==> src/rtl/sequence_gen.sv <==
// Fibonacci / triangle sequence generator driven by a held load handshake.
// Errors (illegal mode) and 64-bit overflow are sticky until clear or reset.
module sequence_gen (
    input  logic        clk,
    input  logic        reset,
    input  logic        load,
    input  logic        fibonacci,
    input  logic        triangle,
    input  logic        clear,
    input  logic [15:0] order,
    input  logic [63:0] data_in,
    output logic        done,
    output logic        error,
    output logic        overflow,
    output logic [63:0] data_out
);

    typedef enum logic [2:0] {
        S_IDLE,
        S_ARM,
        S_RUN,
        S_DONE,
        S_ERR,
        S_OVF
    } state_e;

    state_e      state_q, state_d;
    logic [63:0] acc_q, acc_d;
    logic [63:0] prev_q, prev_d;
    logic [63:0] data_out_q, data_out_d;
    logic [15:0] cnt_q, cnt_d;
    logic [15:0] order_q, order_d;
    logic        fib_q, fib_d;
    logic [63:0] addend;
    logic [64:0] sum;

    // NOTE: sequential state uses non-blocking assignments only, so every
    // register samples the pre-edge value of every other register.
    always_ff @(posedge clk) begin
        if (reset) begin
            state_q    <= S_IDLE;
            acc_q      <= '0;
            prev_q     <= '0;
            cnt_q      <= '0;
            order_q    <= '0;
            fib_q      <= 1'b0;
            data_out_q <= '0;
        end else begin
            state_q    <= state_d;
            acc_q      <= acc_d;
            prev_q     <= prev_d;
            cnt_q      <= cnt_d;
            order_q    <= order_d;
            fib_q      <= fib_d;
            data_out_q <= data_out_d;
        end
    end

    // NOTE: every signal gets a default at the top of the block so no path
    // through the case statement can leave one unassigned (no latches).
    always_comb begin
        state_d    = state_q;
        acc_d      = acc_q;
        prev_d     = prev_q;
        cnt_d      = cnt_q;
        order_d    = order_q;
        fib_d      = fib_q;
        data_out_d = data_out_q;

        // The first Fibonacci step only copies a(0) into a(1), so it never adds.
        addend = fib_q ? prev_q : (64'(cnt_q) + 64'd1);
        if (fib_q && (cnt_q == 16'd0)) begin
            sum = {1'b0, acc_q};
        end else begin
            sum = {1'b0, acc_q} + {1'b0, addend};
        end

        if (clear) begin
            state_d    = S_IDLE;
            data_out_d = '0;
        end else begin
            unique case (state_q)
                S_IDLE: begin
                    if (load) state_d = S_ARM;
                end
                S_ARM: begin
                    if (!load) begin
                        state_d = S_IDLE;
                    end else begin
                        order_d = order;
                        fib_d   = fibonacci;
                        acc_d   = data_in;
                        prev_d  = data_in;
                        cnt_d   = '0;
                        if (fibonacci == triangle) begin
                            state_d    = S_ERR;
                            data_out_d = '0;
                        end else begin
                            state_d = S_RUN;
                        end
                    end
                end
                S_RUN: begin
                    if (!load) begin
                        state_d = S_IDLE;
                    end else if (cnt_q == order_q) begin
                        state_d    = S_DONE;
                        data_out_d = acc_q;
                    end else if (sum[64]) begin
                        state_d    = S_OVF;
                        data_out_d = acc_q;
                    end else begin
                        acc_d  = sum[63:0];
                        prev_d = acc_q;
                        cnt_d  = cnt_q + 16'd1;
                    end
                end
                S_DONE: begin
                    if (!load) state_d = S_IDLE;
                end
                S_ERR, S_OVF: begin
                    state_d = state_q;
                end
                default: begin
                    state_d = S_IDLE;
                end
            endcase
        end
    end

    // Flags decode the state register only, so no input reaches an output.
    always_comb begin
        done     = (state_q == S_DONE);
        error    = (state_q == S_ERR);
        overflow = (state_q == S_OVF);
        data_out = data_out_q;
    end

endmodule

==> config.mk <==
export PLATFORM = sky130hd
export DESIGN_NAME = sequence_gen
export DESIGN_NICKNAME = d
export VERILOG_FILES = /design/src/rtl/sequence_gen.sv
export SDC_FILE = /design/constraint.sdc
export NUM_CORES = 1
export LEC_CHECK = 0
export BUFFER_PORTS_ARGS = -buffer_cell sky130_fd_sc_hd__buf_2
export CAP_MARGIN = 20
export CORE_AREA = 2 2 184 231
export DETAILED_ROUTE_END_ITERATION = 8
export DIE_AREA = 0 0 186 233
export PLACE_DENSITY = 0.59
export SKIP_LAST_GASP = 1
export SLEW_MARGIN = 5
export SYNTH_ARGS = -nofsm -noshare
export SYNTH_HDL_FRONTEND = slang
export SYNTH_SLANG_ARGS = --single-unit
==> constraint.sdc <==
create_clock -name clk -period 10.9 [get_ports clk]
set_input_delay 2.18 -clock clk [delete_from_list [all_inputs] [get_ports clk]]
set_output_delay 2.18 -clock clk [all_outputs]
set_load 0.005 [all_outputs]
==> impl_metrics.json <==
{
  "status": "completed",
  "ys.flop_type": "dfxtp_1",
  "cp-end-kind": "flip-flop",
  "worst_pin_slew_ns": 1.067,
  "worstSetupStartpointType": "flip-flop",
  "pwr_density_cell_nw_per_um2": 122.6,
  "antenna_found_initial": 0,
  "fmax_ghz": 0.1600,
  "post_cts_resized": 0,
  "setup_ws_ns": 4.650,
  "syn_area_sq_um": 14200,
  "multiInputGateArea_sq_um": 8897,
  "fin_nets": 1946,
  "worstPathMaxFanout": 95,
  "gp_congestion": 0.9236,
  "stdcell_area_sq_um": 16060,
  "place_hpwl_mm": 30.85,
  "rsz0062_at_grt": "no",
  "grt_overflow": 0,
  "syn_nets": 1893,
  "grt_pass1_vias": 12700,
  "cap_violations": 0,
  "fin_tns_setup_ns": 0,
  "die_area_sq_um": 43340,
  "via_per_inst": 5.491,
  "drive_gt1_frac": 0.1999,
  "clock-root-buffer": "clkbuf_16",
  "fillers": 4219,
  "synthTopCellsByArea": "dfxtp_1 (32%), a311oi_1 (6.5%), nand2_1 (6.2%)",
  "dp_slack_ns": 4.712,
  "hold_viol": 0,
  "first_iter_violations": 776,
  "row_count": 83,
  "cts_inserted_buffers": 27,
  "critPathArrivalTime_ns": 6.72,
  "synth_seq_area_share": 0.3214,
  "cts_hold_buf": 0,
  "clock-sinks": 228,
  "post-route-period-util": 0.5734,
  "peakVddDrop_mv": 0.1259,
  "initial_utilization": 0.3462,
  "post_cts_buffers": 0,
  "yosysWarnings": 0,
  "grt_pass1_wl_mm": 68.87,
  "drtAntennaViolNets": 0,
  "ys_ff_latch": 228,
  "netlist_instances": 1739,
  "clock_skew_ns": 0.03170,
  "synth_top_area_frac": 0.3214,
  "drc_errors": 0,
  "max_slew_margin": 0.2873,
  "core-area_sq_um": 41020,
  "areaGrowthSynthToFinish_pct": 13.12,
  "syn-mean-instance-area_sq_um": 8.166,
  "final_common_cell": "nand2_1",
  "n_antenna_cell": 0,
  "layout.area.seq_sq_um": 4566,
  "critPathKind": "flip-flop to flip-flop",
  "layout_common_cells": "nand2_1 (233), dfxtp_1 (227), nor2_1 (198)",
  "synth_area_leader_cell": "dfxtp_1",
  "async_flop_share": 0,
  "numPortBuffers": 152,
  "firstDrtPassIters": 5,
  "synth_edf_count": 0,
  "die_h_um": 233,
  "clk_path_buf_depth": 3,
  "insertion_delay_ns": 0.58,
  "die_w_um": 186,
  "wl_per_cell_um": 18.53,
  "final_max_slew_viol_count": 0,
  "period_needed_ns": 6.250,
  "grt_usage": 0.1993,
  "hp-class": "flip-flop to flip-flop",
  "leakage_uw": 0.006166,
  "ys_types": 78,
  "clk_transition_reported_paths_ns": 0.06,
  "setup_viol": 0,
  "place_area_sq_um": 15070,
  "routed_wl_mm": 43.78,
  "ioPinCount": 153,
  "cts_max_level": 1,
  "vias": 12980,
  "grt_max_degree": 96,
  "crit_required_ns": 11.37,
  "cts_tree": "done"
}
## final timing paths
path	from	to	slack, ns	depth (start not counted)
max	cnt_q[2]	prev_q[19]	4.65	19
min	prev_q[46]	prev_q[46]	0.49	2
max reg2reg	cnt_q[2]	prev_q[19]	4.65	19
min reg2reg	prev_q[46]	prev_q[46]	0.49	2
## layer usage
metal	up-vias	share of wire	track usage
li1	6379	-	-
met1	6175	0.43	0.2436
met2	344	0.49	0.3542
met3	78	0.045	0.02238
met4	0	0.036	0.07751
met5	-	0	0
## cell usage after synthesis (7+ instances only)
library cell and n:
mux2_2 7, nand2_1 233, nor2b_1 12, nand4_1 33, o22ai_1 9, ha_1 67
and3_1 10, nand2b_1 16, clkbuf_1 91, o21ai_1 9, o21bai_1 14, xor2_1 26
o21a_1 10, a311oi_1 105, a22oi_2 60, nor4_1 7, xnor2_1 54, inv_1 21
nand3_1 20, a22o_1 7, mux2i_1 22, buf_6 7, a21oi_1 90, o21ai_0 55
o31a_1 7, nor2_2 61, buf_2 32, nor2_1 198, nor3_1 20, or3_1 8
a31oi_1 15, and2_1 56, a211oi_1 16, a21o_1 25, dfxtp_1 228
## critical path, stage by stage (launching register included)
cell and delay, ns:
dfxtp_1 0.47, nand2_1 0.09, nor2_1 0.26, and3_1 0.34, and3_1 0.25, nand3_1 0.11, xnor2_1 0.16, mux2_2 0.27
ha_1 0.39, a21o_1 0.25, a31oi_1 0.21, o21ai_0 0.14, a211oi_2 0.34, a2111oi_4 0.15, o21ai_2 0.37, a21oi_4 0.16
nor2b_4 0.88, buf_4 0.89, nor2_1 0.08, a311oi_1 0.29
## state kept, by name (all words and copies together) (netlist names)
signal	cells
cnt_q	16
data_out	64
order_q	16
state_q	3
prev_q	64
fib_q	1
acc_q	64
## through the flow
step                      hold WS [ns]    util  cells  power, uW
after floorplan                 0.4714       -   1739      970.5
after global placement          0.4809  0.3674   2313       1017
after detailed placement        0.4851  0.3674   2313       1020
after CTS                       0.4938  0.3904   2361       1988
after global routing            0.5097  0.3916   2363       2038
final                           0.4911  0.3916   2363       1969
## power breakdown
part           switching (uW)  leakage, uW  internal [uW]  total [uW]
Clock                     382     0.000462            584         967
Sequential               18.9      0.00184            850         869
Combinational            85.7      0.00386           48.1         134
Total                     487      0.00617           1480        1970
## area by class of cell
class / count / share of cell area
flip-flops and latches: 228 / 0.2842
multi-input cells: 1350 / 0.5539
inverters: 21 / 0.004907
repair buffers: 164 / 0.05515
well taps: 552 / 0.04300
clock inverters: 13 / 0.01176
clock buffers: 35 / 0.04705
## cell families after synthesis
family          Yosys count  synth area share
fa+ha+maj                68           0.06045
xor+xnor                 80           0.04934
simple gates            687            0.2250
compound gates          486            0.2684
flops                   228            0.3214
buf+inv                 161           0.05437
mux                      29           0.02106
No activity file was read; power rests on OpenSTA's default activity.
